$ cat src/rtl/ctrl_pkg.sv
// ctrl_pkg: shared definitions for the multicycle RISC controller.
//   - opcode map of the instruction set
//   - 3-bit FSM state encoding
//   - instruction-class enum produced by ctrl_decode
//   - branch-condition codes and the flag test that resolves them
package ctrl_pkg;

  localparam logic [4:0] OP_RR    = 5'b00000;
  localparam logic [4:0] OP_ADDI  = 5'b00001;
  localparam logic [4:0] OP_SUBI  = 5'b00010;
  localparam logic [4:0] OP_MOV   = 5'b00011;
  localparam logic [4:0] OP_LHI   = 5'b00100;
  localparam logic [4:0] OP_LLI   = 5'b00101;
  localparam logic [4:0] OP_LDRRI = 5'b00110;
  localparam logic [4:0] OP_LDRRR = 5'b00111;
  localparam logic [4:0] OP_STRRI = 5'b01000;
  localparam logic [4:0] OP_STRRR = 5'b01001;
  localparam logic [4:0] OP_OUTR  = 5'b01010;
  localparam logic [4:0] OP_HLT   = 5'b01011;
  localparam logic [4:0] OP_BCC   = 5'b11000;
  localparam logic [4:0] OP_BCS   = 5'b11001;
  localparam logic [4:0] OP_BNE   = 5'b11010;
  localparam logic [4:0] OP_BEQ   = 5'b11011;
  localparam logic [4:0] OP_BAL   = 5'b11100;

  typedef enum logic [2:0] {
    ST_IDLE   = 3'd0,
    ST_FETCH  = 3'd1,
    ST_DECODE = 3'd2,
    ST_EXEC   = 3'd3,
    ST_MEM    = 3'd4,
    ST_WB     = 3'd5,
    ST_HALT   = 3'd6
  } state_e;

  typedef enum logic [3:0] {
    CL_RR, CL_IMM, CL_LI, CL_MOV, CL_LD, CL_ST, CL_BR, CL_OUT, CL_HLT, CL_ILL
  } instr_class_e;

  typedef enum logic [2:0] {
    BC_NONE, BC_CC, BC_CS, BC_NE, BC_EQ, BC_AL
  } br_cond_e;

  // zc = {Z,C}. BAL is "always" but the PC+1 path is what the datapath
  // expects for it, so it never asserts Branch.
  function automatic logic br_taken(br_cond_e cond, logic [1:0] zc);
    logic taken;
    taken = 1'b0;
    case (cond)
      BC_CC:   taken = ~zc[0];
      BC_CS:   taken =  zc[0];
      BC_NE:   taken = ~zc[1];
      BC_EQ:   taken =  zc[1];
      default: taken = 1'b0;
    endcase
    return taken;
  endfunction

endpackage

$ cat src/rtl/ctrl_decode.sv
// ctrl_decode: combinational instruction decode.
//   opcode    in  5  instruction opcode
//   ALUopcode in  2  RR function select (bit0 = with carry, bit1 = subtract)
//   cls       out    instruction class
//   is_lhi    out 1  distinguishes LHI from LLI inside the LI class
//   alu_carry out 1  ALU uses carry-in (ADC/SBB)
//   alu_sub   out 1  ALU subtracts (SUB/SBB/SUBI)
//   br_cond   out    branch condition for the branch class
module ctrl_decode
  import ctrl_pkg::*;
(
  input  logic [4:0]   opcode,
  input  logic [1:0]   ALUopcode,
  output instr_class_e cls,
  output logic         is_lhi,
  output logic         alu_carry,
  output logic         alu_sub,
  output br_cond_e     br_cond
);

  always_comb begin
    cls       = CL_ILL;
    is_lhi    = 1'b0;
    alu_carry = 1'b0;
    alu_sub   = 1'b0;
    br_cond   = BC_NONE;
    case (opcode)
      OP_RR: begin
        cls       = CL_RR;
        alu_carry = ALUopcode[0];
        alu_sub   = ALUopcode[1];
      end
      OP_ADDI:  cls = CL_IMM;
      OP_SUBI: begin
        cls     = CL_IMM;
        alu_sub = 1'b1;
      end
      OP_MOV:   cls = CL_MOV;
      OP_LHI: begin
        cls    = CL_LI;
        is_lhi = 1'b1;
      end
      OP_LLI:   cls = CL_LI;
      OP_LDRRI, OP_LDRRR: cls = CL_LD;
      OP_STRRI, OP_STRRR: cls = CL_ST;
      OP_OUTR:  cls = CL_OUT;
      OP_HLT:   cls = CL_HLT;
      OP_BCC: begin cls = CL_BR; br_cond = BC_CC; end
      OP_BCS: begin cls = CL_BR; br_cond = BC_CS; end
      OP_BNE: begin cls = CL_BR; br_cond = BC_NE; end
      OP_BEQ: begin cls = CL_BR; br_cond = BC_EQ; end
      OP_BAL: begin cls = CL_BR; br_cond = BC_AL; end
      default:  cls = CL_ILL;
    endcase
  end

endmodule

$ cat src/rtl/multicycle_controller.sv
// multicycle_controller: FSM that sequences the multicycle RISC datapath.
// Branch/OutR/HLT/NOP take 2 cycles, stores 4, ALU/load/immediate ops 5.
// Waits in IDLE until start (or leaves at once when AUTO_START=1) so that
// memory can be preloaded first. HALT is only left through Rst.
//
// Ports:
//   clk, Rst (async, active-high), start (pulse, only honoured in IDLE)
//   opcode[4:0], ALUopcode[1:0], PSW_NZC[2:0] = {N,Z,C} from the datapath
//   memory-stage : ALUorNot, LIorMOV, MEMresource, WE_MEM, Buff_MEMIns
//   register file: WBresource, RBresource, oprandB, LI, PCplus1orWB, WE_RF
//   ALU          : Flag, ALUop, Buff_PSW
//   PC           : Branch, Jump[1:0] (reserved, always 0), Buff_PC
//   status       : done (HALT), busy (not IDLE and not HALT)
//
// Build option: define CTRL_PERF_CNT_EN to add instr_cnt[15:0] (retired
// instructions, one per Buff_PC pulse) and cycle_cnt[15:0] (busy cycles).
module multicycle_controller
  import ctrl_pkg::*;
#(
  parameter bit AUTO_START = 1'b0
) (
  input  logic       clk,
  input  logic       Rst,
  input  logic       start,
  input  logic [4:0] opcode,
  input  logic [1:0] ALUopcode,
  input  logic [2:0] PSW_NZC,
  output logic       ALUorNot,
  output logic       LIorMOV,
  output logic       MEMresource,
  output logic       WE_MEM,
  output logic       Buff_MEMIns,
  output logic       WBresource,
  output logic       RBresource,
  output logic       oprandB,
  output logic       LI,
  output logic       PCplus1orWB,
  output logic       WE_RF,
  output logic       Flag,
  output logic       ALUop,
  output logic       Buff_PSW,
  output logic       Branch,
  output logic [1:0] Jump,
  output logic       Buff_PC,
  output logic       done,
  output logic       busy
`ifdef CTRL_PERF_CNT_EN
  ,
  output logic [15:0] instr_cnt,
  output logic [15:0] cycle_cnt
`endif
);

  state_e       state, state_nxt;
  instr_class_e cls;
  br_cond_e     br_cond;
  logic         is_lhi, alu_carry, alu_sub;

  // N is not used by any branch condition of this instruction set.
  logic unused_n;
  assign unused_n = PSW_NZC[2];

  assign Jump = 2'b00;

  ctrl_decode u_decode (
    .opcode    (opcode),
    .ALUopcode (ALUopcode),
    .cls       (cls),
    .is_lhi    (is_lhi),
    .alu_carry (alu_carry),
    .alu_sub   (alu_sub),
    .br_cond   (br_cond)
  );

  always_ff @(posedge clk or posedge Rst) begin
    if (Rst) state <= ST_IDLE;
    else     state <= state_nxt;
  end

  // Outputs decode the registered state (plus the stable instruction
  // buffer), so an asynchronous reset forces every control low at once.
  always_comb begin
    state_nxt   = state;
    ALUorNot    = 1'b0;
    LIorMOV     = 1'b0;
    MEMresource = 1'b0;
    WE_MEM      = 1'b0;
    Buff_MEMIns = 1'b0;
    WBresource  = 1'b0;
    RBresource  = 1'b0;
    oprandB     = 1'b0;
    LI          = 1'b0;
    PCplus1orWB = 1'b0;
    WE_RF       = 1'b0;
    Flag        = 1'b0;
    ALUop       = 1'b0;
    Buff_PSW    = 1'b0;
    Branch      = 1'b0;
    Buff_PC     = 1'b0;
    done        = 1'b0;
    busy        = 1'b0;
    case (state)
      ST_IDLE: begin
        if (start || AUTO_START) state_nxt = ST_FETCH;
      end
      ST_FETCH: begin
        busy        = 1'b1;
        Buff_MEMIns = 1'b1;
        state_nxt   = ST_DECODE;
      end
      ST_DECODE: begin
        busy      = 1'b1;
        state_nxt = ST_EXEC;
        case (cls)
          CL_LI: begin
            LI         = is_lhi;
            RBresource = is_lhi;
          end
          CL_IMM: oprandB = 1'b1;
          CL_BR: begin
            Buff_PC   = 1'b1;
            Branch    = br_taken(br_cond, PSW_NZC[1:0]);
            state_nxt = ST_FETCH;
          end
          CL_OUT, CL_ILL: begin
            Buff_PC   = 1'b1;
            state_nxt = ST_FETCH;
          end
          CL_HLT: begin
            Buff_PC   = 1'b1;
            state_nxt = ST_HALT;
          end
          default: ;
        endcase
      end
      ST_EXEC: begin
        busy      = 1'b1;
        state_nxt = ST_MEM;
        case (cls)
          CL_RR, CL_IMM: begin
            Flag     = alu_carry;
            ALUop    = alu_sub;
            Buff_PSW = 1'b1;
          end
          // Address calculation is a plain add with PSW left untouched.
          CL_ST: RBresource = 1'b1;
          default: ;
        endcase
      end
      ST_MEM: begin
        busy      = 1'b1;
        state_nxt = ST_WB;
        case (cls)
          CL_LI:  ALUorNot = 1'b1;
          CL_MOV: begin
            ALUorNot = 1'b1;
            LIorMOV  = 1'b1;
          end
          CL_LD:  MEMresource = 1'b1;
          CL_ST: begin
            MEMresource = 1'b1;
            WE_MEM      = 1'b1;
            Buff_PC     = 1'b1;
            state_nxt   = ST_FETCH;
          end
          default: ;
        endcase
      end
      ST_WB: begin
        busy        = 1'b1;
        WE_RF       = 1'b1;
        PCplus1orWB = 1'b1;
        Buff_PC     = 1'b1;
        WBresource  = (cls == CL_LD);
        state_nxt   = ST_FETCH;
      end
      ST_HALT: begin
        done = 1'b1;
      end
      default: state_nxt = ST_IDLE;
    endcase
  end

`ifdef CTRL_PERF_CNT_EN
  // Buff_PC and busy are both low in HALT, so the counters freeze there;
  // the explicit state test keeps that true if the decode ever changes.
  always_ff @(posedge clk or posedge Rst) begin
    if (Rst) begin
      instr_cnt <= 16'd0;
      cycle_cnt <= 16'd0;
    end else if (state != ST_HALT) begin
      if (Buff_PC) instr_cnt <= instr_cnt + 16'd1;
      if (busy)    cycle_cnt <= cycle_cnt + 16'd1;
    end
  end
`endif

endmodule

$ cat config.mk
export PLATFORM = sky130hd
export DESIGN_NAME = multicycle_controller
export DESIGN_NICKNAME = d
export VERILOG_FILES = /design/src/rtl/ctrl_pkg.sv /design/src/rtl/ctrl_decode.sv /design/src/rtl/multicycle_controller.sv
export SDC_FILE = /design/constraint.sdc
export NUM_CORES = 1
export LEC_CHECK = 0
export CAP_MARGIN = 30
export CORE_MARGIN = 4
export CORE_UTILIZATION = 31
export DETAILED_ROUTE_END_ITERATION = 10
export PLACE_DENSITY = 0.79
export SYNTH_ARGS = -nofsm -noshare
export SYNTH_HDL_FRONTEND = slang
export SYNTH_SLANG_ARGS = --single-unit
$ cat constraint.sdc
create_clock -name clk -period 1.4 [get_ports clk]
set_clock_uncertainty 0.2 [all_clocks]
set_input_delay 0.14 -clock clk [delete_from_list [all_inputs] [get_ports clk]]
set_output_delay 0.14 -clock clk [all_outputs]
set_load 0.01 [all_outputs]
# Word-level counts from Yosys, hierarchy flattened
# Cells that the tools add are included.
totals:
  ff_bits: 3
  out_inout_bits: 20
  wordCells: 93
classes:
  n_mux: 38
  reduce_logical: 15
  n_eq_ne: 36
  bitwise: 3
op_table:
  columns: ["op", "count"]
  rows:
  - ["$pmux W4 S9", 1]
  - ["$mux W1", 28]
  - ["$eq A5 B5 Y1 const B", 5]
  - ["$pmux W3 S7", 1]
  - ["$eq A5 B3 Y1 const B", 4]
  - ["$eq A5 B4 Y1 const B", 4]
  - ["$eq A4 B3 Y1 const B", 4]
  - ["$pmux W3 S5", 1]
  - ["$reduce_or A2 Y1", 7]
  - ["$eq A3 B2 Y1 const B", 4]
  - ["$eq A3 B3 Y1 const B", 4]
  - ["$eq A5 B2 Y1 const B", 2]
  - ["$reduce_or A5 Y1", 2]
  - ["$eq A4 B2 Y1 const B", 2]
  - ["$eq A4 B4 Y1 const B", 2]
  - ["$eq A3 B1 Y1 const B", 2]
  - ["$mux W3", 2]
  - ["$pmux W3 S2", 1]
  - ["$eq A5 B1 Y1 const B", 1]
  - ["$logic_not A5 Y1", 1]
  - ["$eq A4 B1 Y1 const B", 1]
  - ["$logic_not A4 Y1", 1]
  - ["$pmux W1 S2", 2]
  - ["$pmux W1 S4", 1]
  - ["other kinds (7)", 9]

# Longest topological paths before layout
# Gate-level depths: netlist of the first run.
logic_depth:
  ltp_word: 7
  depth_mapped: 4

# Modules after synthesis
# Synthesis of the first run repeated with hierarchy kept, for this count alone.
hier_totals:
  cells_unflattened: 98
  area_unflattened_um2: 737.0
modules_own_cells:
  columns: ["module", "n_inst", "cells_per_inst", "area_per_inst_um2", "seq_area_each_um2"]
  rows:
  - ["multicycle_controller", 1, 64, 469.2, 75.1]
  - ["ctrl_decode", 1, 34, 267.8, 0.0]

# Worst setup path before layout of the first run
# No wires, ideal clock.
synth_path:
  path_kind: "register -> output"
  start: "register state[0]"
  end: "output port LI"
  n_path_buf: 1
  setup_slack_ns: -0.243
  path_stages_with_launch: 5
  required_ns: 1.060
  arrival_time_ns: 1.303
  cell_sequence: "dfrtp_1 > buf_2 > nand2b_1 > or2_1 > nor4_1"
synth_between:
  elab_chain_cells: 2
synth_rtl:
  columns: ["element", "line", "text"]
  rows:
  - ["from (decl)", "multicycle_controller.sv:54", "state_e state, state_nxt;"]
  - ["from (signal assigned)", "multicycle_controller.sv:77", "else state <= state_nxt;"]
  - ["$eq A3 B2 Y1", "multicycle_controller.sv:102", "case (state)"]
  - ["$mux W1", "multicycle_controller.sv:102", null]
  - ["to (decl)", "multicycle_controller.sv:36", "output logic LI,"]
# Every way passes these cells.

# Worst setup path in the final report of the first run
layout_path:
  start: "register state[2]"
  end: "output port Flag"
layout_between:
  elab_chain_cells: 2
layout_rtl:
  columns: ["element", "line", "text"]
  rows:
  - ["$eq A3 B2 Y1", "multicycle_controller.sv:102", null]
  - ["$mux W1", "multicycle_controller.sv:102", null]
  - ["to (decl)", "multicycle_controller.sv:39", "output logic Flag,"]
# Every way passes these cells.

==> impl_metrics.prom, run 1 <==
# TYPE chip_impl_metric gauge
chip_impl_metric{name="dp_hpwl",unit="mm"} 1.56
chip_impl_metric{name="start_util",unit="%"} 33.3
chip_impl_metric{name="number_of_global_route_vias_before_repair",unit=""} 765
chip_impl_metric{name="final_critical_path_setup_slack",unit="ns"} -0.360
chip_impl_metric{name="overall_die_height",unit="um"} 48.5
chip_impl_metric{name="cts_buffers",unit=""} 3
chip_impl_info{name="failed_checks",value="setup timing"} 1
chip_impl_metric{name="synth_seq_cells",unit=""} 3
chip_impl_metric{name="ys_seq_area_share",unit="%"} 14.8
chip_impl_info{name="clk_root_buf",value="sky130_fd_sc_hd__clkbuf_4"} 1
chip_impl_metric{name="global_route_wire_length_before_repair",unit="mm"} 3.46
chip_impl_info{name="grt_setup_unrepaired",value="true"} 1
chip_impl_info{name="status",value="finished, violations left"} 1
chip_impl_metric{name="max_freq",unit="MHz"} 568
chip_impl_metric{name="cp_data_required_time",unit="ns"} 1.06
chip_impl_metric{name="io_pins",unit=""} 33
chip_impl_metric{name="power.ir.vdd_worst",unit="mV"} 1.21
chip_impl_metric{name="setup_viol",unit=""} 18
chip_impl_info{name="yosysTopAreaCell",value="sky130_fd_sc_hd__dfrtp_1"} 1
chip_impl_metric{name="yosysWarningCount",unit=""} 0
chip_impl_metric{name="power_density",unit="nW/um2"} 1290
chip_impl_info{name="crit_path_end_kind",value="output pin"} 1
chip_impl_metric{name="clock_tree.buffer_depth",unit=""} 2
chip_impl_metric{name="iteration_0_drc_markers",unit=""} 10
chip_impl_metric{name="static_leakage",unit="nW"} 0.502
chip_impl_metric{name="drtPass1Iterations",unit=""} 3
chip_impl_metric{name="drt.antenna.violating_nets",unit=""} 0
chip_impl_info{name="hold_path.class",value="input port to flip-flop"} 1
chip_impl_info{name="regs_by_ff_count",value="state (3)"} 1
chip_impl_metric{name="area_growth_syn_to_layout",unit="%"} 119
chip_impl_metric{name="tritoncts_num_sinks",unit=""} 3
chip_impl_metric{name="diodes_inserted",unit=""} 0
chip_impl_metric{name="met3_length",unit="um"} 107
chip_impl_metric{name="synth_top_area_share",unit="%"} 14.8
chip_impl_metric{name="worst_skew_pair.late_latency",unit="ns"} 0.24
chip_impl_info{name="regMostFlops",value="state"} 1
chip_impl_metric{name="met2_wirelength",unit="mm"} 1.10
chip_impl_metric{name="route.detailed.vias_per_inst",unit=""} 5.24
chip_impl_metric{name="cap_violations",unit=""} 0
chip_impl_metric{name="arrival",unit="ns"} 1.42
chip_impl_metric{name="netlist-cell-type-count",unit=""} 32
chip_impl_metric{name="htree_levels",unit=""} 1
chip_impl_metric{name="syn-cell-area",unit="um2"} 508
chip_impl_metric{name="met1Wirelength",unit="um"} 883
chip_impl_metric{name="final_worst_path_period_share",unit="%"} 126
chip_impl_metric{name="num_rows",unit=""} 14
chip_impl_metric{name="finalSetupTns",unit="ns"} -4.95
chip_impl_metric{name="crit_fanout",unit=""} 3
chip_impl_metric{name="grt_util_all_layers",unit="%"} 18.2
chip_impl_info{name="synth.top_cells.by_area",value="sky130_fd_sc_hd__dfrtp_1, sky130_fd_sc_hd__nor3_1, sky130_fd_sc_hd__nand2b_1"} 1
chip_impl_metric{name="per_cell_routed_wire_length",unit="um"} 15.2
chip_impl_metric{name="hold_viol",unit=""} 0
chip_impl_metric{name="grt_start_max_net_pins",unit=""} 10
chip_impl_metric{name="drcViolationCount",unit=""} 0
chip_impl_metric{name="vias",unit=""} 729
chip_impl_info{name="critical_path_class",value="flip-flop to output pin"} 1
chip_impl_metric{name="place.port_buffers",unit=""} 29
chip_impl_metric{name="die_w",unit="um"} 48.5
chip_impl_metric{name="netlist_instances",unit=""} 73
chip_impl_metric{name="grt.overflow.total",unit=""} 0
chip_impl_metric{name="slew_viol_final",unit=""} 0
chip_impl_metric{name="layout.nets",unit=""} 137
chip_impl_info{name="critical_path.startpoint_type",value="flip-flop"} 1
chip_impl_metric{name="wl",unit="mm"} 2.12
chip_impl_metric{name="number_of_antenna_violations_at_the_first_check_in_global_routing",unit=""} 0
chip_impl_metric{name="power",unit="mW"} 1.43
chip_impl_info{name="cts_tree",value="done"} 1
chip_impl_info{name="dr.max_layer_used",value="met4"} 1
chip_impl_metric{name="gp_congestion",unit=""} 0.844
chip_impl_metric{name="timing.final.crit_period",unit="ns"} 1.76
chip_impl_metric{name="avgSynthCellArea",unit="um2"} 6.96
chip_impl_metric{name="hold-worst-slack",unit="ns"} 0.367
chip_impl_metric{name="fp.dieArea",unit="um2"} 2350
chip_impl_metric{name="clkTransAtPathRegs",unit="ns"} 0.04
chip_impl_metric{name="largest_reg_flops",unit=""} 3
chip_impl_metric{name="core-area",unit="um2"} 1520
chip_impl_metric{name="final_layout_size_suffix_gt1_share",unit="%"} 63.4
[metal layers]
layer,vias to the layer above,GRT usage (%)
li1,352,-
met1,347,21.3
met2,25,30.7
met3,5,5.52
met4,0,7.17
met5,-,0
[timing repair]
| action | in CTS | in global routing |
|---|---|---|
| cloned | 0 | 0 |
| hold endpoints to repair | 3 | 0 |
| resized for setup | 94 | 9 |
| pin swaps | 5 | 5 |
| endpoints found under the setup margin | 21 | 19 |
| hold buffers | 1 | 0 |
| setup buffers | 6 | 3 |
[final timing paths]
path                                        end                  from  slack, ns  cells past startpoint
hold / removal             state[0]$_DFFE_PP0P_                 start       0.37                      3
setup / recovery                           Flag  state[2]$_DFFE_PP0P_      -0.36                      4
setup reg to reg           state[2]$_DFFE_PP0P_  state[2]$_DFFE_PP0P_       0.08                      5
min in group asynchronous  state[2]$_DFFE_PP0P_                   Rst       0.45                      3
max in group asynchronous  state[1]$_DFFE_PP0P_                   Rst       0.40                      3
hold reg to reg            state[0]$_DFFE_PP0P_  state[1]$_DFFE_PP0P_       0.49                      2
[cell families (layout without fill, tap and decap cells)]
group	Yosys count	after routing	synth area share [%]
other	1	2	0.738
flip-flops	3	3	14.8
multiplexers	2	2	4.19
buffers and inverters	13	62	14.8
AO/OA/AOI/OAI	13	13	17.5
AND/OR/NAND/NOR	39	39	44.6
XOR/XNOR	2	2	3.45
[Yosys cell counts]
master,number
sky130_fd_sc_hd__or4b_4,1
sky130_fd_sc_hd__buf_4,3
sky130_fd_sc_hd__nand2_1,5
sky130_fd_sc_hd__conb_1,1
sky130_fd_sc_hd__a211oi_1,2
sky130_fd_sc_hd__buf_6,1
sky130_fd_sc_hd__and2_1,1
sky130_fd_sc_hd__or2_1,1
sky130_fd_sc_hd__nor4b_1,2
sky130_fd_sc_hd__o22ai_1,2
sky130_fd_sc_hd__xnor2_1,2
sky130_fd_sc_hd__buf_2,6
sky130_fd_sc_hd__nand2b_1,5
sky130_fd_sc_hd__mux2i_1,1
sky130_fd_sc_hd__nand4bb_1,1
sky130_fd_sc_hd__or3_1,1
sky130_fd_sc_hd__o21a_1,2
sky130_fd_sc_hd__o2bb2ai_1,1
sky130_fd_sc_hd__and4_1,1
sky130_fd_sc_hd__a21oi_2,1
sky130_fd_sc_hd__nor4_1,3
sky130_fd_sc_hd__nor2_1,7
sky130_fd_sc_hd__dfrtp_1,3
sky130_fd_sc_hd__and3_1,1
sky130_fd_sc_hd__inv_1,2
sky130_fd_sc_hd__nor2b_1,2
sky130_fd_sc_hd__mux2_2,1
sky130_fd_sc_hd__nor3_1,7
sky130_fd_sc_hd__o31a_1,1
sky130_fd_sc_hd__a21oi_1,4
sky130_fd_sc_hd__clkbuf_1,1
sky130_fd_sc_hd__nand3b_1,1
[per-stage QoR]
step                setup WS [ns]  utilization [%]  instances  cell area (um2)
floorplan                 -0.0212                -         74              634
global placement           -0.849             67.5        129             1030
detailed placement         -0.868             67.5        129             1030
CTS                        -0.373             72.4        139             1100
global route               -0.437             72.9        139             1110
finish                     -0.360             72.9        139             1110
[worst max-delay path, cell delays in order, from the launching register on]
cell                        delay (ns)
sky130_fd_sc_hd__dfrtp_1          0.40
sky130_fd_sc_hd__nand2b_4         0.16
sky130_fd_sc_hd__nand4bb_4        0.23
sky130_fd_sc_hd__nor4b_4          0.22
sky130_fd_sc_hd__buf_2            0.16
[layout by cell type (no fill, tap or decap), types with 2 or more instances in the layout]
cell type / synthesis / final
sky130_fd_sc_hd__conb_1: 1 / 2
sky130_fd_sc_hd__buf_6: 1 / 11
sky130_fd_sc_hd__nor4_4: 0 / 2
sky130_fd_sc_hd__dfrtp_2: 0 / 2
sky130_fd_sc_hd__nor3_2: 0 / 6
sky130_fd_sc_hd__o22ai_1: 2 / 2
sky130_fd_sc_hd__nor2_1: 7 / 6
sky130_fd_sc_hd__o21a_1: 2 / 2
sky130_fd_sc_hd__dlygate4sd2_1: 0 / 5
sky130_fd_sc_hd__nand2b_1: 5 / 3
sky130_fd_sc_hd__a21oi_2: 1 / 2
sky130_fd_sc_hd__buf_2: 6 / 14
sky130_fd_sc_hd__nand2_1: 5 / 3
sky130_fd_sc_hd__a211oi_1: 2 / 2
sky130_fd_sc_hd__a21oi_1: 4 / 3
sky130_fd_sc_hd__buf_4: 3 / 18
sky130_fd_sc_hd__clkdlybuf4s50_1: 0 / 6
sky130_fd_sc_hd__clkbuf_4: 0 / 3
sky130_fd_sc_hd__xnor2_1: 2 / 2
sky130_fd_sc_hd__nand2b_4: 0 / 2
[where the power goes]
group	total, mW	internal (mW)	switching [mW]
clock network	0.159	0.107	0.0515
registers	0.204	0.132	0.0714
logic	1.07	0.595	0.472
total	1.43	0.835	0.595
[cell type report]
| type | count | area, um2 |
|---|---|---|
| Clock buffer | 4 | 26.3 |
| Fill cell | 122 | 413 |
| Inverter | 2 | 7.51 |
| Multi-Input combinational cell | 58 | 526 |
| Sequential cell | 3 | 77.6 |
| Tap cell | 16 | 20.0 |
| Timing Repair Buffer | 56 | 454 |
No activity file was read; power rests on OpenSTA's default activity.
==> run 2: changes to the inputs <==
PLACE_DENSITY = 0.7   (was 0.79)
==> run 2 against run 1 <==
Net effect:
- the run still ends with setup timing left
- sequential share of layout area fell by 0.21 points
- highest routed layer unchanged
- core utilization rose by 2.3 points
- worst hold slack got worse by 0.15 ns
- largest cell class unchanged
- routed wire length fell by 0.28%
- sequential cell count did not move
- sequential power fell by 5%
- clock power barely moved
- register-to-register slack barely moved
==> impl_metrics.prom, run 2 (same netlist as run 1, synthesis figures left out) <==
# TYPE chip_impl_metric gauge
chip_impl_info{name="critical_path_class",value="flip-flop to output pin"} 1
chip_impl_info{name="worst_path_slowest_cell",value="sky130_fd_sc_hd__dfrtp_1"} 1
chip_impl_metric{name="n_fill_cell",unit=""} 115
chip_impl_metric{name="core-area",unit="um2"} 1520
chip_impl_metric{name="largest_reg_flops",unit=""} 3
chip_impl_metric{name="reg2reg_depth",unit=""} 5
chip_impl_metric{name="static_leakage",unit="nW"} 0.538
chip_impl_metric{name="setup_viol",unit=""} 18
chip_impl_metric{name="grt_start_max_net_pins",unit=""} 9
chip_impl_metric{name="multi_input_area",unit="um2"} 526
chip_impl_metric{name="number_of_antenna_violations_at_the_first_check_in_global_routing",unit=""} 0
chip_impl_metric{name="per_cell_routed_wire_length",unit="um"} 14.6
chip_impl_metric{name="worstHoldPathCells",unit=""} 4
chip_impl_metric{name="clock_tree.buffer_depth",unit=""} 2
chip_impl_metric{name="crit_fanout",unit=""} 4
chip_impl_metric{name="timing.final.crit_period",unit="ns"} 1.79
chip_impl_metric{name="number_of_global_route_vias_before_repair",unit=""} 814
chip_impl_metric{name="cap_violations",unit=""} 0
chip_impl_metric{name="final_worst_path_period_share",unit="%"} 128
chip_impl_metric{name="die_w",unit="um"} 48.5
chip_impl_metric{name="final_critical_path_setup_slack",unit="ns"} -0.393
chip_impl_metric{name="vias",unit=""} 752
chip_impl_metric{name="diodes_inserted",unit=""} 0
chip_impl_metric{name="drtPass1Iterations",unit=""} 3
chip_impl_metric{name="num_rows",unit=""} 14
chip_impl_metric{name="register_area",unit="um2"} 77.6
chip_impl_metric{name="place.port_buffers",unit=""} 29
chip_impl_metric{name="area_growth_syn_to_layout",unit="%"} 126
chip_impl_metric{name="iteration_0_drc_markers",unit=""} 5
chip_impl_metric{name="drcViolationCount",unit=""} 0
chip_impl_metric{name="dp_hpwl",unit="mm"} 1.60
chip_impl_metric{name="fp.dieArea",unit="um2"} 2350
chip_impl_info{name="cts_tree",value="done"} 1
chip_impl_metric{name="wl",unit="mm"} 2.11
chip_impl_metric{name="route.detailed.vias_per_inst",unit=""} 5.19
chip_impl_info{name="mostFrequentLayoutCells",value="sky130_fd_sc_hd__buf_4, sky130_fd_sc_hd__buf_2, sky130_fd_sc_hd__dlygate4sd2_1"} 1
chip_impl_metric{name="drt.antenna.violating_nets",unit=""} 0
chip_impl_info{name="failed_checks",value="setup timing"} 1
chip_impl_metric{name="place_area",unit="um2"} 1060
chip_impl_metric{name="hold_viol",unit=""} 0
chip_impl_info{name="regToRegStartpoint",value="state[0]$_DFFE_PP0P_"} 1
chip_impl_metric{name="cp_data_required_time",unit="ns"} 1.06
chip_impl_info{name="status",value="finished, violations left"} 1
chip_impl_metric{name="clkTransAtPathRegs",unit="ns"} 0.03
chip_impl_info{name="min_delay_worst_endpoint",value="state[0]$_DFFE_PP0P_"} 1
chip_impl_metric{name="grt.overflow.total",unit=""} 0
chip_impl_metric{name="cts_buffers",unit=""} 3
chip_impl_info{name="grt_setup_unrepaired",value="true"} 1
chip_impl_info{name="regs_by_ff_count",value="state (3)"} 1
chip_impl_metric{name="max_freq",unit="MHz"} 558
chip_impl_metric{name="slew_viol_final",unit=""} 0
chip_impl_info{name="layout.cells.most_common",value="sky130_fd_sc_hd__buf_4"} 1
chip_impl_metric{name="worst_skew_pair.late_latency",unit="ns"} 0.25
chip_impl_metric{name="io_pins",unit=""} 33
chip_impl_metric{name="arrival",unit="ns"} 1.45
chip_impl_metric{name="overall_die_height",unit="um"} 48.5
chip_impl_info{name="regMostFlops",value="state"} 1
chip_impl_info{name="min-delay-start",value="opcode[4]"} 1
chip_impl_info{name="critical_path.startpoint_type",value="flip-flop"} 1
chip_impl_metric{name="start_util",unit="%"} 33.3
chip_impl_info{name="clk_root_buf",value="sky130_fd_sc_hd__clkbuf_4"} 1
chip_impl_metric{name="grt_util_all_layers",unit="%"} 19.2
chip_impl_metric{name="gp_congestion",unit=""} 0.835
chip_impl_metric{name="layout.nets",unit=""} 143
chip_impl_metric{name="global_route_wire_length_before_repair",unit="mm"} 3.64
chip_impl_metric{name="final_design_area_no_fill",unit="um2"} 1150
chip_impl_info{name="worstReg2RegEnd",value="state[0]$_DFFE_PP0P_"} 1
chip_impl_info{name="crit_path_end_kind",value="output pin"} 1
chip_impl_info{name="worstPathCellList",value="nand2b_4 > nand4bb_4 > nor4b_4 > buf_2"} 1
chip_impl_info{name="hold_path.class",value="input port to flip-flop"} 1
chip_impl_metric{name="max_stage_delay",unit="ns"} 0.40
chip_impl_metric{name="final_layout_size_suffix_gt1_share",unit="%"} 63.6
chip_impl_metric{name="fin_util",unit="%"} 75.2
chip_impl_metric{name="tritoncts_num_sinks",unit=""} 3
chip_impl_metric{name="htree_levels",unit=""} 1
chip_impl_metric{name="power_density",unit="nW/um2"} 1220
chip_impl_metric{name="r2r_setup_slack",unit="ns"} 0.07
chip_impl_metric{name="power.ir.vdd_worst",unit="mV"} 0.938
## run 2: area by class of cell
type	instances	share of cell area, %
clock buffers	4	2.29
inverters	2	0.655
multi-input cells	58	45.9
flip-flops and latches	3	6.77
well taps	16	1.75
repair buffers	62	42.7
## run 2: critical path: cells and delay by family, from the launching register on
kind,cells,cell delay [ns]
buf+inv,1,0.17
flops,1,0.40
simple gates,3,0.64
## run 2: routing by layer
metal | routed length (um) | vias to the layer above | share of wire (%) | global-route usage [%]
met5 | 0 | - | 0 | 0
met1 | 777 | 356 | 37 | 19.3
met4 | 55 | 0 | 2.6 | 8.97
met2 | 1180 | 22 | 56 | 37.0
met3 | 94 | 7 | 4.5 | 3.37
li1 | - | 367 | - | -
## run 2: through the flow
step	cells	TNS (ns)	worst slack [ns]	hold WS (ns)	power, mW
floorplan	74	-0.0873	-0.0212	-0.306	0.683
global placement	133	-12.71	-0.881	0.108	1.05
detailed placement	133	-13.17	-0.908	0.124	1.08
CTS	143	-5.30	-0.395	0.362	1.31
global route	145	-6.29	-0.449	0.243	1.48
finish	145	-5.24	-0.393	0.216	1.40
## run 2: worst max path at each step
stage	from	endpoint	slack, ns	depth (start not counted)
global placement	opcode[2]	Buff_PC	-0.88	5
detailed placement	opcode[2]	Buff_PC	-0.91	5
CTS	state[2]$_DFFE_PP0P_	Flag	-0.39	4
global route	state[2]$_DFFE_PP0P_	Flag	-0.45	4
finish	state[2]$_DFFE_PP0P_	Flag	-0.39	4
floorplan	state[0]$_DFFE_PP0P_	Buff_PC	-0.02	4
## run 2: timing repair
action | 4_1_cts | 5_1_grt
gates resized for setup | 80 | 8
hold endpoints to repair | 3 | 0
hold buffers | 1 | 0
setup buffers | 5 | 2
pin swaps | 5 | 3
gates cloned | 0 | 0
setup endpoints to repair | 21 | 20
## run 2: power by group
part / total [mW] / internal [mW] / switching (mW)
logic: 1.04 / 0.567 / 0.473
clock network: 0.162 / 0.107 / 0.0551
registers: 0.193 / 0.132 / 0.0603
==> run 3: changes to the inputs <==
CTS_CLUSTER_DIAMETER = 100   (was unset)
==> results of run 3 <==
The final DEF is identical to that of run 2; final timing and power are the same.
==> edit 1 (config.mk and constraints of run 1) <==
The option `CTRL_PERF_CNT_EN` is turned on by a define.
--- a/src/rtl/multicycle_controller.sv
+++ b/src/rtl/multicycle_controller.sv
@@ -14,6 +14,8 @@
 //
 // Build option: define CTRL_PERF_CNT_EN to add instr_cnt[15:0] (retired
 // instructions, one per Buff_PC pulse) and cycle_cnt[15:0] (busy cycles).
+`define CTRL_PERF_CNT_EN
+
 module multicycle_controller
   import ctrl_pkg::*;
 #(
Behaviour (old outputs only; new: cycle_cnt and instr_cnt): unchanged (equiv_simple and equiv_induct, registers matched by name and starting in step).
==> edit 1 against run 1 <==
  * Power rose to 3.7 times the old value
  * Highest routed layer unchanged
  * Wire length rose to 2.7 times the old value
  * Largest cell class unchanged
  * Sequential power rose to 7.0 times the old value
  * The run still ends with setup timing left
  * Worst setup slack worse by 0.073 ns
  * Cell area rose to 3.1 times the old value
  * Sequential cell count up 32
  * Area after synthesis rose to 3.8 times the old value
==> edit 1: results (changes against run 1) <==
- Run status: complete, but fails checks (unchanged).
- Failing checks: setup timing (unchanged).
- The root buffer selected by CTS was sky130_fd_sc_hd__clkbuf_8 (was sky130_fd_sc_hd__clkbuf_4).
- The maximum level of the CTS H-tree came to 2 (was 1).
- The share of layout cells above drive strength 1 is 0.571 (was 0.634).
- The count of endpoints failing setup in the final report is 51 (was 18).
- The gate count after technology mapping was 189 (was 73).
- The HPWL after detailed placement is 3920 µm (was 1560 µm).
- The worst setup slack after layout is -0.433 ns (was -0.360 ns).
- The maximum number of pins on one net before global-route repair came to 36 (was 10).
- The global-route track usage on met3 is 0.0409 (was 0.0552).
- The post-CTS clock slew at the launch and capture registers of the worst setup and hold paths is 0.07 ns (was 0.04 ns).
- The global-route total usage across every layer was 0.148 (was 0.182).
- The global-route wire length before repair is 8840 µm (was 3460 µm).
- The worst path arrival time was 1.49 ns (was 1.42 ns).
- The sum of negative setup slack is -16.21 ns (was -4.95 ns).
- The largest voltage drop on the vdd net came to 851 µV (was 1210 µV).
- The number of clock buffers inserted by TritonCTS is 5 (was 3).
- The path class of the lowest-slack min-delay path is reg2reg (was in2reg).
- The count of input and output buffers was 61 (was 29).
- The via count is 1860 (was 729).
- The cell count after placement is 369 (was 129).
- The number of library cell types mapped by synthesis came to 38 (was 32).
- The final standard cell count with taps included and fillers excluded was 392 (was 139).
- The final net count came to 331 (was 137).
- The internal power contribution is 3.23 mW (was 0.835 mW).
- The met2 usage is 0.264 (was 0.307).
- The post-synthesis sequential area ratio came to 0.456 (was 0.148).
-- edit 1: final cells by class --
type / count / area share
multi-input cells: 137 / 0.370
well taps: 75 / 0.0272
clock inverters: 3 / 0.00580
repair buffers: 134 / 0.318
clock buffers: 5 / 0.0199
inverters: 3 / 0.00326
flip-flops and latches: 35 / 0.256
-- edit 1: critical path: cells and delay by family (launching register included) --
kind	cells	cell delay, ns
simple gates	2	0.51
flops	1	0.45
buf+inv	1	0.13
compound gates	1	0.11
-- edit 1: routing by layer --
layer / wire length, µm / vias to the layer above
met5: 0 / -
met4: 106 / 0
met3: 363 / 12
met2: 2880 / 55
met1: 2330 / 896
li1: - / 897
-- edit 1: power groups by stage --
stage	Combinational, mW	Sequential (mW)	Clock, mW
finish	3.07	1.43	0.731
global route	3.29	1.46	0.814
CTS	2.68	1.43	0.757
global placement	2.33	1.43	0
floorplan	1.10	1.53	0
detailed placement	2.38	1.44	0
-- edit 1: cells by family (layout without fill, tap and decap cells) --
logic type / after synthesis / after routing / share of synthesized area
adders and majority gates: 2 / 2 / 0.0130
AOI/OAI and AO/OA: 14 / 14 / 0.0495
other: 1 / 2 / 0.00195
and+or+nand+nor: 82 / 82 / 0.249
xor gates and xnor gates: 32 / 32 / 0.146
muxes: 5 / 5 / 0.0280
DFF: 35 / 35 / 0.456
buffers and inverters: 18 / 145 / 0.0561
-- edit 1: worst paths after layout --
path | startpoint | to | slack, ns | cells past startpoint
setup / recovery | state[2]$_DFFE_PP0P_ | RBresource | -0.43 | 4
hold / removal | cycle_cnt[15]$_DFFE_PP0P_ | cycle_cnt[15]$_DFFE_PP0P_ | 0.27 | 1
setup reg to reg | state[2]$_DFFE_PP0P_ | instr_cnt[1]$_DFFE_PP0P_ | -0.39 | 6
hold reg to reg | cycle_cnt[15]$_DFFE_PP0P_ | cycle_cnt[15]$_DFFE_PP0P_ | 0.27 | 1
max in group asynchronous | Rst | cycle_cnt[6]$_DFFE_PP0P_ | 0.26 | 4
min in group asynchronous | Rst | instr_cnt[0]$_DFFE_PP0P_ | 0.54 | 4
-- edit 1: repair_timing --
action | in CTS | in global routing
pin swaps | 22 | 28
setup endpoints to repair | 85 | 68
cloned | 0 | 1
buffers inserted | 11 | 4
resized for setup | 180 | 46
endpoints found under the hold margin | 35 | 0
hold buffers | 1 | 0
-- edit 1: per-stage QoR --
stage,power [mW],setup slack [ns],utilization,hold slack [ns]
finish,5.23,-0.433,0.579,0.274
global placement,3.77,-0.850,0.525,0.262
global route,5.56,-0.496,0.579,0.303
detailed placement,3.82,-0.886,0.525,0.270
floorplan,2.64,-0.257,-,0.0942
CTS,4.87,-0.445,0.559,0.275
==> edit 2 (settings of run 1) <==
Without the edit above. Add an input register stage for `start`, `opcode`, `ALUopcode` and `PSW_NZC`, with the module's reset; this delays them by one clock.
--- a/src/rtl/multicycle_controller.sv
+++ b/src/rtl/multicycle_controller.sv
@@ -51,6 +51,25 @@
 `endif
 );
 
+  logic start_q;
+  logic [4:0] opcode_q;
+  logic [1:0] ALUopcode_q;
+  logic [2:0] PSW_NZC_q;
+
+  always_ff @(posedge clk or posedge Rst) begin
+    if (Rst) begin
+      start_q     <= '0;
+      opcode_q    <= '0;
+      ALUopcode_q <= '0;
+      PSW_NZC_q   <= '0;
+    end else begin
+      start_q     <= start;
+      opcode_q    <= opcode;
+      ALUopcode_q <= ALUopcode;
+      PSW_NZC_q   <= PSW_NZC;
+    end
+  end
+
   state_e       state, state_nxt;
   instr_class_e cls;
   br_cond_e     br_cond;
@@ -58,13 +77,13 @@
 
   // N is not used by any branch condition of this instruction set.
   logic unused_n;
-  assign unused_n = PSW_NZC[2];
+  assign unused_n = PSW_NZC_q[2];
 
   assign Jump = 2'b00;
 
   ctrl_decode u_decode (
-    .opcode    (opcode),
-    .ALUopcode (ALUopcode),
+    .opcode    (opcode_q),
+    .ALUopcode (ALUopcode_q),
     .cls       (cls),
     .is_lhi    (is_lhi),
     .alu_carry (alu_carry),
@@ -101,7 +120,7 @@
     busy        = 1'b0;
     case (state)
       ST_IDLE: begin
-        if (start || AUTO_START) state_nxt = ST_FETCH;
+        if (start_q || AUTO_START) state_nxt = ST_FETCH;
       end
       ST_FETCH: begin
         busy        = 1'b1;
@@ -119,7 +138,7 @@
           CL_IMM: oprandB = 1'b1;
           CL_BR: begin
             Buff_PC   = 1'b1;
-            Branch    = br_taken(br_cond, PSW_NZC[1:0]);
+            Branch    = br_taken(br_cond, PSW_NZC_q[1:0]);
             state_nxt = ST_FETCH;
           end
           CL_OUT, CL_ILL: begin
Function: changed (a bounded check fails within 4 cycles, from zero or initial values and one cycle with Rst high).
==> edit 2 against run 1 <==
  * The flow still finishes with violations (setup timing)
  * Wire length up 35%
  * Sequential cell count up 10
  * Cell area up 37%
  * Via count up 23%
  * Worst hold slack worse by 0.26 ns
  * Combinational power up 16%
  * Worst setup slack worse by 0.40 ns
  * Area after synthesis up 43%
  * Power up 36%
  * Largest cell class is now buffers
  * Largest power group unchanged
==> edit 2: results (changes against run 1) <==
- The largest voltage drop on the vdd net was 1390 µV (was 1210 µV).
- The share of layout cells above drive strength 1 is 0.635 (was 0.634).
- The number of DRC markers in iteration 0 is 36 (was 10).
- Leading registers by flop count: opcode_q: 5 flops, state: 3 flops (was state: 3 flops).
- The share of async-settable or async-resettable flops after synthesis is 1.00 (unchanged).
- The count of endpoints failing setup in the final report is 21 (was 18).
- The wire length per cell came to 16.2 µm (was 15.2 µm).
- The via count is 899 (was 729).
- The total length of routed wires is 2860 µm (was 2120 µm).
- Leading post-synthesis cells by cell area: sky130_fd_sc_hd__dfrtp_1 (45%), sky130_fd_sc_hd__nor3_1 (4.8%), sky130_fd_sc_hd__nor2_1 (4.7%) (was sky130_fd_sc_hd__dfrtp_1 (15%), sky130_fd_sc_hd__nor3_1 (6.9%), sky130_fd_sc_hd__nand2b_1 (6.2%)).
- Failing checks: setup timing (unchanged).
- The global-route wire length before repair is 3710 µm (was 3460 µm).
- The worst path arrival time came to 1.82 ns (was 1.42 ns).
- The via count of the first global-routing pass is 822 (was 765).
- The initial antenna violation count is 0 (unchanged).
- The worst-path maximum fanout is 3 (unchanged).
- The largest buffer count on any clock path is 2 (unchanged).
- The cell count after placement is 155 (was 129).
- Run status: complete, but fails checks (unchanged).
- The final weighted congestion in routability-driven placement is 0.789 (was 0.844).
- Synth cell count leaders: sky130_fd_sc_hd__dfrtp_1 (13), sky130_fd_sc_hd__nor2_1 (9), sky130_fd_sc_hd__nand2_1 (7), sky130_fd_sc_hd__nor3_1 (7), sky130_fd_sc_hd__a21oi_1 (5) (was sky130_fd_sc_hd__nor2_1 (7), sky130_fd_sc_hd__nor3_1 (7), sky130_fd_sc_hd__buf_2 (6), sky130_fd_sc_hd__nand2_1 (5), sky130_fd_sc_hd__nand2b_1 (5)).
- The highest cell delay on the worst timing path is 0.40 ns (about the same).
- The leakage power is 0.722 nW (was 0.502 nW).
- The post-CTS clock slew at the launch and capture registers of the worst setup and hold paths is 0.07 ns (was 0.04 ns).
- The total iterations of the first detailed-routing run is 4 (was 3).
- The setup slack at placement is -0.876 ns (was -0.868 ns).
- The number of library cell types mapped by synthesis is 31 (was 32).
- The gate family responsible for the most delay along the worst path is simple AND/OR/NAND/NOR gates (unchanged).
- The post-synthesis sequential area ratio is 0.448 (was 0.148).
- The maximum number of pins on one net before global-route repair is 14 (was 10).
- The slowest cell on the critical path is sky130_fd_sc_hd__or3_4 (was sky130_fd_sc_hd__dfrtp_1).
- The path class of the lowest-slack min-delay path is in2reg (unchanged).
- The root buffer selected by CTS was sky130_fd_sc_hd__clkbuf_4 (unchanged).
- The number of clock buffers inserted by TritonCTS is 3 (unchanged).
- The global-route total usage across every layer came to 0.151 (was 0.182).
- The start point of the critical path was opcode_q[2]$_DFF_PP0_ (was state[2]$_DFFE_PP0P_).
- The gate count after technology mapping was 79 (was 73).
- The worst setup slack after layout is -0.759 ns (was -0.360 ns).
- The clock insertion delay at the later pin of the skew report is 0.27 ns (was 0.24 ns).
- The hold path startpoint is opcode[1] (was start).
- The HPWL after detailed placement is 1700 µm (was 1560 µm).
- The antenna diode instance count is 0 (unchanged).
edit 2: cell count changes after synthesis, moves of 2 or more:
cell	delta
sky130_fd_sc_hd__buf_2	-6
sky130_fd_sc_hd__nor2_1	+2
sky130_fd_sc_hd__nand2_1	+2
sky130_fd_sc_hd__o22ai_1	-2
sky130_fd_sc_hd__or3_4	+2
sky130_fd_sc_hd__dfrtp_1	+10
sky130_fd_sc_hd__nand2b_1	-3
sky130_fd_sc_hd__clkbuf_1	+2
edit 2: per-layer routing:
metal	share of wire	vias up	track usage	wire length [µm]
li1	-	410	-	-
met1	0.37	425	0.171	1060
met2	0.54	56	0.274	1550
met3	0.066	8	0.0161	188
met4	0.022	0	0.0814	62
met5	0	-	0	0
edit 2: path summary, 6_finish.rpt:
check                      slack (ns)                endpoint  depth (start not counted)
max in group asynchronous        0.26   opcode_q[1]$_DFF_PP0_                          3
setup reg to reg                -0.41    state[2]$_DFFE_PP0P_                          7
hold reg to reg                  0.36    state[0]$_DFFE_PP0P_                          2
hold / removal                   0.10   opcode_q[1]$_DFF_PP0_                          1
min in group asynchronous        0.54  PSW_NZC_q[0]$_DFF_PP0_                          3
setup / recovery                -0.76                    Flag                          4
edit 2: power breakdown:
group / switching (mW) / internal (mW)
Combinational: 0.614 / 0.630
Sequential: 0.0531 / 0.430
Clock: 0.106 / 0.110
edit 2: worst reg2reg max path: cells and delay by family (launching register included):
kind / cells / cell delay [ns]
AO/OA/AOI/OAI: 1 / 0.23
buffers and inverters: 4 / 0.45
flip-flops: 1 / 0.39
AND/OR/NAND/NOR: 2 / 0.49
edit 2: final cells by class:
type,count,area [µm²]
clock buffers,4,26.3
flip-flops and latches,13,327
fillers,162,687
repair buffers,71,597
inverters,3,17.5
well taps,28,35.0
multi-input cells,57,523
edit 2: kinds of logic (layout without fill, tap and decap cells):
logic type,after synthesis,after routing,share of synthesized area
xor gates and xnor gates,2,2,0.0241
AOI/OAI and AO/OA,12,12,0.110
DFF,13,13,0.448
muxes,3,3,0.0431
buffers and inverters,10,78,0.0672
and+or+nand+nor,38,38,0.302
other,1,2,0.00517
edit 2: timing repair:
action                                  in CTS  in global routing
setup buffers                                7                 11
hold endpoints to repair                    13                  0
pin swaps                                    8                  6
endpoints found under the setup margin      21                 34
hold buffers                                 1                  0
gates resized for setup                     88                 22
edit 2: metrics by stage:
step	utilization	TNS [ns]	cell area (µm²)	power [mW]
2_1_floorplan	-	-1.59	820	0.899
3_3_place_gp	0.576	-10.22	1270	1.36
3_5_place_dp	0.576	-10.99	1270	1.39
4_1_cts	0.636	-10.14	1410	1.71
5_1_grt	0.689	-12.12	1530	2.03
6_report	0.689	-11.04	1530	1.94
